**src/rtl/multi_alarm_clock_fsm.sv**
```systemverilog
// multi_alarm_clock_fsm: 24-hour clock with NUM_ALARMS editable alarms, snooze and ring timeout
module multi_alarm_clock_fsm #(
    parameter int NUM_ALARMS     = 2,
    parameter int SNOOZE_MIN     = 5,
    parameter int RING_TIMEOUT_S = 60,
    parameter int TICKS_PER_SEC  = 200
) (
    input  logic                  clk_out,
    input  logic                  reset,
    input  logic                  sec_tick,
    input  logic                  btn_c,
    input  logic                  btn_l,
    input  logic                  btn_r,
    input  logic                  btn_u,
    input  logic                  btn_d,
    output logic [4:0]            time_hr,
    output logic [5:0]            time_min,
    output logic [5:0]            time_sec,
    output logic [4:0]            disp_hr,
    output logic [5:0]            disp_min,
    output logic [4:0]            field_led,
    output logic [1:0]            sel,
    output logic [NUM_ALARMS-1:0] alarm_en,
    output logic                  ringing,
    output logic [1:0]            ring_idx,
    output logic                  blink,
    output logic                  sound
);
    localparam int IW   = NUM_ALARMS > 1 ? $clog2(NUM_ALARMS) : 1;
    localparam int HALF = TICKS_PER_SEC / 2;
    localparam int BW   = $clog2(HALF + 1);

    typedef enum logic [2:0] {RUN, SET_HR, SET_MIN, AL_HR, AL_MIN, AL_ARM, RING} state_t;

    state_t                state, state_n;
    logic [4:0]            al_hr [NUM_ALARMS];
    logic [5:0]            al_min [NUM_ALARMS];
    logic [4:0]            snz_hr, hr_n;
    logic [5:0]            snz_min, min_n, sec_n;
    logic [6:0]            snz_sum;
    logic [1:0]            snz_idx, fire_idx;
    logic                  snz_act, tick, fire, last, edit, any_btn, ring_done;
    logic [NUM_ALARMS-1:0] hit;
    logic [7:0]            ring_cnt;
    logic [BW-1:0]         blink_cnt;
    logic [IW-1:0]         si;

    function automatic logic [4:0] step_hr(input logic [4:0] v, input logic up);
        return up ? (v == 5'd23 ? 5'd0 : v + 5'd1) : (v == 5'd0 ? 5'd23 : v - 5'd1);
    endfunction

    function automatic logic [5:0] step_min(input logic [5:0] v, input logic up);
        return up ? (v == 6'd59 ? 6'd0 : v + 6'd1) : (v == 6'd0 ? 6'd59 : v - 6'd1);
    endfunction

    // Ticked time, alarm/snooze match and button qualifiers for this cycle
    always_comb begin
        si        = sel[IW-1:0];
        tick      = sec_tick && state != SET_HR && state != SET_MIN;
        sec_n     = tick ? step_min(time_sec, 1'b1) : time_sec;
        min_n     = tick && time_sec == 6'd59 ? step_min(time_min, 1'b1) : time_min;
        hr_n      = tick && time_sec == 6'd59 && time_min == 6'd59 ? step_hr(time_hr, 1'b1) : time_hr;
        hit       = '0;
        fire_idx  = snz_idx;
        for (int k = NUM_ALARMS - 1; k >= 0; k--) begin
            hit[k] = alarm_en[k] && al_hr[k] == hr_n && al_min[k] == min_n;
            if (hit[k]) fire_idx = 2'(k);
        end
        fire      = state == RUN && tick && sec_n == 6'd0 &&
                    (|hit || (snz_act && snz_hr == hr_n && snz_min == min_n));
        last      = sel == 2'(NUM_ALARMS - 1);
        any_btn   = btn_c || btn_l || btn_r || btn_u || btn_d;
        edit      = (btn_u || btn_d) && !btn_c && !btn_l && !btn_r;
        ring_done = sec_tick && {1'b0, ring_cnt} + 9'd1 == 9'(RING_TIMEOUT_S);
        snz_sum   = {1'b0, min_n} + 7'(SNOOZE_MIN);
    end

    // Next state: centre exits edits, right/left walk the field ring, alarms preempt RUN
    always_comb begin
        state_n = state;
        case (state)
            RUN:     state_n = fire ? RING : btn_c ? SET_HR : RUN;
            SET_HR:  state_n = btn_c ? RUN : btn_r ? SET_MIN : btn_l ? AL_ARM : SET_HR;
            SET_MIN: state_n = btn_c ? RUN : btn_r ? AL_HR : btn_l ? SET_HR : SET_MIN;
            AL_HR:   state_n = btn_c ? RUN : btn_r ? AL_MIN : btn_l ? (sel == 2'd0 ? SET_MIN : AL_ARM) : AL_HR;
            AL_MIN:  state_n = btn_c ? RUN : btn_r ? AL_ARM : btn_l ? AL_HR : AL_MIN;
            AL_ARM:  state_n = btn_c ? RUN : btn_r ? (last ? SET_HR : AL_HR) : btn_l ? AL_MIN : AL_ARM;
            RING:    state_n = any_btn || ring_done ? RUN : RING;
            default: state_n = RUN;
        endcase
    end

    // State register
    always_ff @(posedge clk_out or posedge reset) begin
        if (reset) state <= RUN;
        else state <= state_n;
    end

    // Time, alarm settings, selection, snooze and ring bookkeeping
    always_ff @(posedge clk_out or posedge reset) begin
        if (reset) begin
            time_hr  <= '0;
            time_min <= '0;
            time_sec <= '0;
            sel      <= '0;
            ring_idx <= '0;
            alarm_en <= '0;
            snz_act  <= 1'b0;
            snz_hr   <= '0;
            snz_min  <= '0;
            snz_idx  <= '0;
            ring_cnt <= '0;
            for (int k = 0; k < NUM_ALARMS; k++) begin
                al_hr[k]  <= '0;
                al_min[k] <= '0;
            end
        end else begin
            time_hr  <= hr_n;
            time_min <= min_n;
            time_sec <= sec_n;
            if (edit && state == SET_HR) time_hr <= step_hr(hr_n, btn_u);
            if (edit && state == SET_MIN) begin
                time_min <= step_min(min_n, btn_u);
                time_sec <= '0;
            end
            if (edit && state == AL_HR) al_hr[si] <= step_hr(al_hr[si], btn_u);
            if (edit && state == AL_MIN) al_min[si] <= step_min(al_min[si], btn_u);
            if (edit && state == AL_ARM) alarm_en[si] <= ~alarm_en[si];
            if (state == RUN && btn_c && !fire) begin
                sel     <= '0;
                snz_act <= 1'b0;
            end
            if (state == SET_HR && btn_l && !btn_c && !btn_r) sel <= 2'(NUM_ALARMS - 1);
            if (state == AL_HR && btn_l && !btn_c && !btn_r && sel != 2'd0) sel <= sel - 2'd1;
            if (state == AL_ARM && btn_r && !btn_c) sel <= last ? 2'd0 : sel + 2'd1;
            if (fire) begin
                ring_idx <= fire_idx;
                snz_act  <= 1'b0;
                ring_cnt <= '0;
            end
            if (state == RING && sec_tick) ring_cnt <= ring_cnt + 8'd1;
            if (state == RING && any_btn && !btn_c) begin
                snz_act <= 1'b1;
                snz_idx <= ring_idx;
                snz_min <= snz_sum >= 7'd60 ? 6'(snz_sum - 7'd60) : snz_sum[5:0];
                snz_hr  <= snz_sum >= 7'd60 ? step_hr(hr_n, 1'b1) : hr_n;
            end
        end
    end

    // Free-running half-period counter for the blink square wave, low first after reset
    always_ff @(posedge clk_out or posedge reset) begin
        if (reset) begin
            blink_cnt <= '0;
            blink     <= 1'b0;
        end else if (blink_cnt == BW'(HALF - 1)) begin
            blink_cnt <= '0;
            blink     <= ~blink;
        end else begin
            blink_cnt <= blink_cnt + BW'(1);
        end
    end

    assign disp_hr   = state inside {AL_HR, AL_MIN, AL_ARM} ? al_hr[si] : time_hr;
    assign disp_min  = state inside {AL_HR, AL_MIN, AL_ARM} ? al_min[si] : time_min;
    assign field_led = state == SET_HR  ? 5'b00001 :
                       state == SET_MIN ? 5'b00010 :
                       state == AL_HR   ? 5'b00100 :
                       state == AL_MIN  ? 5'b01000 :
                       state == AL_ARM  ? 5'b10000 : 5'b00000;
    assign ringing   = state == RING;
    assign sound     = ringing && blink;
endmodule

```
**config.mk**
```make
export PLATFORM = sky130hd
export DESIGN_NAME = multi_alarm_clock_fsm
export DESIGN_NICKNAME = d
export VERILOG_FILES = /design/src/rtl/multi_alarm_clock_fsm.sv
export SDC_FILE = /design/constraint.sdc
export NUM_CORES = 1
export LEC_CHECK = 0
export CORE_ASPECT_RATIO = 1.75
export CORE_MARGIN = 10
export CORE_UTILIZATION = 54
export CTS_CLUSTER_SIZE = 25
export DETAILED_ROUTE_END_ITERATION = 16
export GPL_TIMING_DRIVEN = 0
export PLACE_DENSITY_LB_ADDON = 0.1
export SYNTH_ARGS = -nofsm -noshare
export SYNTH_HDL_FRONTEND = slang
export SYNTH_SLANG_ARGS = --single-unit
```
**constraint.sdc**
```tcl
create_clock -name clk_out -period 10.8 [get_ports clk_out]
set_input_delay 1.62 -clock clk_out [delete_from_list [all_inputs] [get_ports clk_out]]
set_output_delay 1.62 -clock clk_out [all_outputs]
set_load 0.02 [all_outputs]
```
==> results of run 1 <==
routing by layer:
layer	vias up	part of all wire [%]	track usage (%)
met5	-	0	0
met4	0	5.3	14.4
met3	72	5.8	4.31
met2	258	53	43.2
met1	2940	36	23.8
li1	2912	-	-
metrics by stage:
stage | std cells | hold WS [ns]
after detailed placement | 948 | 0.478
after CTS | 964 | 0.486
after global placement | 947 | 0.472
after floorplan | 766 | 0.455
after global routing | 964 | 0.512
final | 964 | 0.484
power groups by stage:
stage                     combinational [uW]  clock (uW)  sequential [uW]
final                                    881         310              453
after global routing                     965         326              461
after CTS                                873         313              451
after detailed placement                 866           0              456
after global placement                   843           0              452
after floorplan                          579           0              456
registers in the layout, summed over array words and instances (netlist names), 3 cells and up:
name and count:
snz_min 6, ring_cnt 8, blink_cnt 7, state 3
time_min 6, time_hr 5, snz_hr 5, time_sec 6
al_hr 10, al_min 12
layout make-up:
class / instances / area, um^2 / area share [%]
well taps: 135 / 169 / 2.32
clock buffers: 10 / 239 / 3.28
inverters: 26 / 100 / 1.37
plain buffers: 41 / 198 / 2.71
repair buffers: 47 / 488 / 6.69
flip-flops and latches: 78 / 1950 / 26.8
clock inverters: 6 / 61.3 / 0.840
multi-input cells: 621 / 4090 / 56.0
layout by cell type (no fill, tap or decap), drive strengths merged, types with 4 or more instances in the layout:
| cell | count |
|---|---|
| nor3b | 5 |
| o31ai | 4 |
| inv | 26 |
| nand3 | 39 |
| nor3 | 29 |
| nor4 | 5 |
| nor2b | 9 |
| mux2 | 28 |
| a21boi | 7 |
| o211ai | 5 |
| ha | 22 |
| dfrtp | 78 |
| nand2b | 10 |
| a2111oi | 5 |
| o22ai | 4 |
| and2 | 9 |
| xor2 | 16 |
| xnor2 | 34 |
| or3 | 9 |
| a211oi | 7 |
| mux2i | 19 |
| clkinv | 4 |
| nand3b | 6 |
| clkbuf | 36 |
| a22oi | 6 |
| a21oi | 51 |
| clkdlybuf4s50 | 46 |
| or4 | 5 |
| a21o | 6 |
| a221oi | 7 |
| or2 | 6 |
| nand2 | 66 |
| o21a | 4 |
| and3 | 18 |
| a31oi | 11 |
| buf | 16 |
| nand4 | 9 |
| nor2 | 76 |
| o21ai | 46 |
logic make-up (layout without fill, tap and decap cells):
family | after synthesis | in the layout | share of synthesized area [%]
and+or+nand+nor | 309 | 309 | 24.4
AOI/OAI and AO/OA | 192 | 192 | 20.4
DFF | 78 | 78 | 30.8
buffers and inverters | 67 | 130 | 4.66
xor gates and xnor gates | 50 | 50 | 6.91
muxes | 48 | 48 | 8.39
adders and majority gates | 22 | 22 | 4.34
path summary, 6_finish.rpt:
| check | from | to | slack, ns | depth (start not counted) |
|---|---|---|---|---|
| worst max-delay path | sec_tick | snz_hr[4]$_DFFE_PP0P_ | 5.14 | 17 |
| worst min-delay path | blink_cnt[0]$_DFF_PP0_ | blink_cnt[0]$_DFF_PP0_ | 0.48 | 1 |
| worst max register to register | time_sec[0]$_DFF_PP0_ | snz_hr[4]$_DFFE_PP0P_ | 6.23 | 17 |
| worst min register to register | blink_cnt[0]$_DFF_PP0_ | blink_cnt[0]$_DFF_PP0_ | 0.48 | 1 |
| max in group asynchronous | reset | sel[1]$_DFFE_PP0P_ | 8.62 | 3 |
| min in group asynchronous | reset | blink$_DFFE_PP0N_ | 1.61 | 2 |
==> results.py, run 1 <==
metrics = {
    "floorplanning": {
        "die_area_mm2": 0.0166,
        "start_util_pct": 55.0,
        "die_x_um": 102,
        "rows": 52,
        "pin_count": 50,
        "die_h_um": 163,
        "coreArea_mm2": 0.0115,
    },
    "cells_and_area": {
        "drive_gt1_share_pct": 9.29,
        "insertedDiodeCount": 0,
        "area_growth_syn_to_layout_pct": 15.1,
        "fin_util_pct": 63.4,
        "nNetsFinal": 854,
        "final_cell_area_mm2": 0.00730,
        "nFillCells": 1033,
    },
    "logic_synthesis": {
        "synth_top_area_share_pct": 30.8,
        "ys_async_sr_fraction_pct": 100,
        "yosys-top-cells-count": "dfrtp_1 (78), nor2_1 (76), nand2_1 (66)",
        "yosysUniqueCellTypes": 77,
        "synth_area_per_cell_um2": 8.27,
        "yosys_register_bits": 78,
        "netlist_instances": 766,
        "synth.most_common_cell": "dfrtp_1",
        "synth_seq_area_share_pct": 30.8,
        "syn-cell-area_mm2": 0.00634,
        "synth_ff_type": "dfrtp_1",
        "yosys_warnings": 0,
        "syn_nets": 796,
        "synth_edf_count": 0,
        "synth_top_cell_by_area": "dfrtp_1",
        "ys_top_cells_by_area": "dfrtp_1 (31%), mux2_2 (5.0%), xnor2_1 (4.7%)",
    },
    "routing": {
        "wire_per_inst_um": 20.1,
        "dr_total_vias": 6182,
        "ant_nets": 0,
        "wl_mm": 19.4,
        "vias_per_cell": 6.41,
        "dr.first_iter.drc_count": 404,
        "drcViolationCount": 0,
        "dr.pass1.iters": 10,
    },
    "power": {
        "clkPwrFrac_pct": 18.9,
        "netSwitchingFraction_pct": 44.8,
        "combPwrFrac_pct": 53.6,
        "internal_power_uw": 907,
        "p_switching_uw": 737,
        "vdd.ir_drop.worst_uv": 129,
        "total_power_uw": 1640,
        "p_seq_share_pct": 27.6,
        "powerDensity_mw_per_mm2": 225,
        "leakage_uw": 0.00304,
    },
    "setup_path": {
        "cp.buffers_inverters": 4,
        "slowest_stage": "clkdlybuf4s50_1",
        "worst-setup-path-type": "in2reg",
        "crit_chain": "clkdlybuf4s50_1 -> and3b_1 -> o211a_1 -> buf_6 -> mux2i_2 -> inv_1 -> ha_1 -> inv_1 -> xnor2_1 -> ha_1 -> nand2_1 -> and4_1 -> o21ai_0 -> a32oi_4 -> nor2_1 -> mux2i_1 -> o21ai_0",
        "worst_setup_path_end_kind": "flip-flop",
        "critPathTopFamily": "buffers and inverters",
        "path_max_fanout": 10,
        "slowest_delay_ns": 0.59,
        "critPathLaunchType": "input pin",
        "worstPathRequired_ns": 11.02,
        "critPathArrivalTime_ns": 5.87,
    },
    "job": {
        "cap_violations": 0,
    },
    "global_routing": {
        "grt_start_max_net_pins": 53,
        "grt_antenna_before_repair": 0,
        "grt_pass1_vias": 6275,
        "overflow": 0,
        "grt_pass1_wl_mm": 31.1,
        "grt_usage_pct": 23.6,
    },
    "status": {
        "status": "completed",
    },
    "cts": {
        "clk-insertion-delay-late_ns": 0.35,
        "numCtsBuffers": 9,
        "h-tree-depth": 3,
        "postCtsSetupBuffers": 0,
        "cts_tree": "yes",
        "root_buffer": "clkbuf_16",
        "cts-resized-gates": 0,
        "cts.clk_slew.worst_paths_ns": 0.07,
        "cts_sinks": 78,
        "cts_hold_buf": 0,
        "cts.path.max_buffers": 2,
    },
    "timing": {
        "rsz0062_at_grt": "false",
        "hold_viol_final": 0,
        "relSlewSlack_pct": 33.2,
        "worst_pin_slew_ns": 0.993,
        "maxSlewViolCount": 0,
        "setup_slack_ns": 5.14,
        "setup_viol": 0,
        "finalClockSkew_ns": 0.00896,
        "max_freq_ghz": 0.177,
        "final.min_clock_period_ns": 5.66,
        "post-route-period-util_pct": 52.4,
        "finalSetupTns_ns": 0,
    },
    "min_path": {
        "hold_class": "reg2reg",
    },
    "placement": {
        "portBuffers": 46,
        "hpwl_mm": 15.0,
        "post_dp_cell_area_mm2": 0.00700,
        "dp_slack_ns": 4.85,
        "gp_congestion": 0.974,
    },
}
Note: power is estimated with default switching activity, not from simulation.
==> run 2: changes to the inputs <==
==> constraint.sdc (replaced) <==
create_clock -name clk_out -period 4.9 [get_ports clk_out]
set_input_delay 0.735 -clock clk_out [delete_from_list [all_inputs] [get_ports clk_out]]
set_output_delay 0.735 -clock clk_out [all_outputs]
set_load 0.02 [all_outputs]
==> results.py, run 2 (same netlist as run 1, synthesis figures left out) <==
metrics = {
    "floorplanning": {
        "pin_count": 50,
        "die_h_um": 163,
        "coreArea_mm2": 0.0115,
        "die_x_um": 102,
        "rows": 52,
        "start_util_pct": 55.0,
        "die_area_mm2": 0.0166,
    },
    "setup_path": {
        "crit-reg2reg-launch": "time_min[0]$_DFF_PP0_",
        "worst_setup_path_end_kind": "flip-flop",
        "critPathArrivalTime_ns": 4.78,
        "worst-setup-path-type": "in2reg",
        "reg2reg_depth": 16,
        "critPathLaunchType": "input pin",
        "slowest_stage": "clkdlybuf4s50_1",
        "crit_end": "snz_hr[4]$_DFFE_PP0P_",
        "slowest_delay_ns": 0.59,
        "crit_chain": "clkdlybuf4s50_1 -> and3b_1 -> o211a_1 -> buf_6 -> mux2i_4 -> inv_1 -> ha_1 -> inv_1 -> xnor2_1 -> ha_1 -> nand2_1 -> and4_1 -> o21ai_0 -> a32oi_4 -> nor2_1 -> mux2i_1 -> o21ai_0",
        "startpoint": "sec_tick",
        "path_max_fanout": 10,
        "r2r_slack_ns": 0.51,
        "worstPathRequired_ns": 5.12,
        "critPathTopFamily": "buffers and inverters",
        "cp.buffers_inverters": 4,
        "cp.depth": 17,
        "reg2reg_to": "snz_hr[4]$_DFFE_PP0P_",
    },
    "cts": {
        "cts_tree": "yes",
        "cts_hold_buf": 0,
        "cts.clk_slew.worst_paths_ns": 0.07,
        "cts_sinks": 78,
        "cts-resized-gates": 0,
        "postCtsSetupBuffers": 0,
        "clk-insertion-delay-late_ns": 0.35,
        "cts.path.max_buffers": 2,
        "h-tree-depth": 3,
        "root_buffer": "clkbuf_16",
        "numCtsBuffers": 9,
    },
    "power": {
        "vdd.ir_drop.worst_uv": 284,
        "p_seq_share_pct": 27.6,
        "clkPwrFrac_pct": 18.9,
        "internal_power_uw": 2000,
        "leakage_uw": 0.00304,
        "netSwitchingFraction_pct": 44.8,
        "p_switching_uw": 1630,
        "combPwrFrac_pct": 53.6,
        "powerDensity_mw_per_mm2": 497,
    },
    "cells_and_area": {
        "final_common_cell": "dfrtp_1",
        "largest_register_ff_count": 12,
        "insertedDiodeCount": 0,
        "top_register": "al_min",
        "area_growth_syn_to_layout_pct": 15.3,
        "multiInputGateArea_mm2": 0.00410,
        "nFillCells": 1032,
        "drive_gt1_share_pct": 9.29,
        "final_cell_mix": "dfrtp_1 (78), nor2_1 (76), nand2_1 (66)",
        "final_cell_area_mm2": 0.00730,
        "nNetsFinal": 854,
        "register_area_mm2": 0.00195,
        "top_regs": "al_min x12, al_hr x10, ring_cnt x8",
    },
    "timing": {
        "post-route-period-util_pct": 93.2,
        "worst_pin_slew_ns": 1.02,
        "finalClockSkew_ns": 0.00865,
        "maxSlewViolCount": 0,
        "setup_viol": 0,
        "hold_viol_final": 0,
        "final.min_clock_period_ns": 4.57,
        "max_freq_ghz": 0.219,
        "holdWs_ns": 0.483,
        "rsz0062_at_grt": "false",
        "finalSetupTns_ns": 0,
        "relSlewSlack_pct": 31.5,
    },
    "global_routing": {
        "grt_pass1_wl_mm": 31.1,
        "grt_pass1_vias": 6275,
        "grt_antenna_before_repair": 0,
        "grt_usage_pct": 23.6,
        "overflow": 0,
        "grt_start_max_net_pins": 53,
    },
    "routing": {
        "ant_nets": 0,
        "wl_mm": 19.4,
        "vias_per_cell": 6.40,
        "dr_total_vias": 6172,
        "dr.pass1.iters": 5,
        "drcViolationCount": 0,
        "dr.first_iter.drc_count": 452,
        "wire_per_inst_um": 20.1,
    },
    "placement": {
        "gp_congestion": 0.974,
        "hpwl_mm": 15.0,
        "post_dp_cell_area_mm2": 0.00700,
        "portBuffers": 46,
    },
    "min_path": {
        "hold_class": "reg2reg",
    },
    "job": {
        "cap_violations": 0,
    },
    "status": {
        "status": "completed",
    },
}
run 2: how the worst min path moves through the flow:
stage	to	from	cells after the start
after floorplan	blink_cnt[0]$_DFF_PP0_	blink_cnt[0]$_DFF_PP0_	1
after global placement	blink_cnt[0]$_DFF_PP0_	blink_cnt[0]$_DFF_PP0_	1
after detailed placement	blink_cnt[0]$_DFF_PP0_	blink_cnt[0]$_DFF_PP0_	1
after CTS	blink_cnt[0]$_DFF_PP0_	blink_cnt[0]$_DFF_PP0_	1
after global routing	snz_idx[1]$_DFFE_PP0P_	snz_idx[1]$_DFFE_PP0P_	1
final	blink_cnt[0]$_DFF_PP0_	blink_cnt[0]$_DFF_PP0_	1
run 2: per-layer routing:
metal	part of all wire [%]	vias to the layer above	track usage (%)
li1	-	2905	-
met1	36	2946	23.8
met2	53	255	43.2
met3	5.8	66	4.31
met4	5.1	0	14.4
met5	0	-	0
run 2: per-stage QoR:
stage	instances	utilization, %	total power [uW]	setup slack, ns
floorplan	766	-	2280	0.965
global route	964	63.4	3870	0.0790
detailed placement	948	60.7	2910	-0.163
finish	964	63.4	3630	0.334
global placement	947	60.5	2850	-0.0522
CTS	964	63.4	3610	0.159
run 2: worst reg2reg max path, cell delays in order, from the launching register on:
cell,delay [ns]
dfrtp_1,0.56
ha_1,0.27
nor2b_1,0.41
a21oi_1,0.20
mux2i_4,0.36
inv_1,0.18
ha_1,0.34
inv_1,0.15
xnor2_1,0.19
ha_1,0.26
nand2_1,0.11
and4_1,0.21
o21ai_0,0.32
a32oi_4,0.23
nor2_1,0.22
mux2i_1,0.19
o21ai_0,0.08
run 2: cell type report:
cell class | instances | share of cell area (%)
Clock buffer | 10 | 3.27
Sequential cell | 78 | 26.7
Tap cell | 135 | 2.31
Clock inverter | 6 | 0.839
Inverter | 26 | 1.37
Buffer | 41 | 2.71
Timing Repair Buffer | 47 | 6.68
Multi-Input combinational cell | 621 | 56.1
run 2: power by group through the flow:
stage / Sequential [uW] / Combinational, uW / Clock, uW
floorplan: 1000 / 1280 / 0
global placement: 997 / 1860 / 0
detailed placement: 1000 / 1910 / 0
CTS: 994 / 1920 / 691
global route: 1020 / 2130 / 720
finish: 1000 / 1940 / 684
==> run 3: changes to the inputs <==
--- a/config.mk
+++ b/config.mk
@@ -15,3 +15,4 @@
 export SYNTH_ARGS = -nofsm -noshare
 export SYNTH_HDL_FRONTEND = slang
 export SYNTH_SLANG_ARGS = --single-unit
+export TNS_END_PERCENT = 20
==> results of run 3 <==
Same layout as run 2: the final DEF is identical, and so are final timing and power.
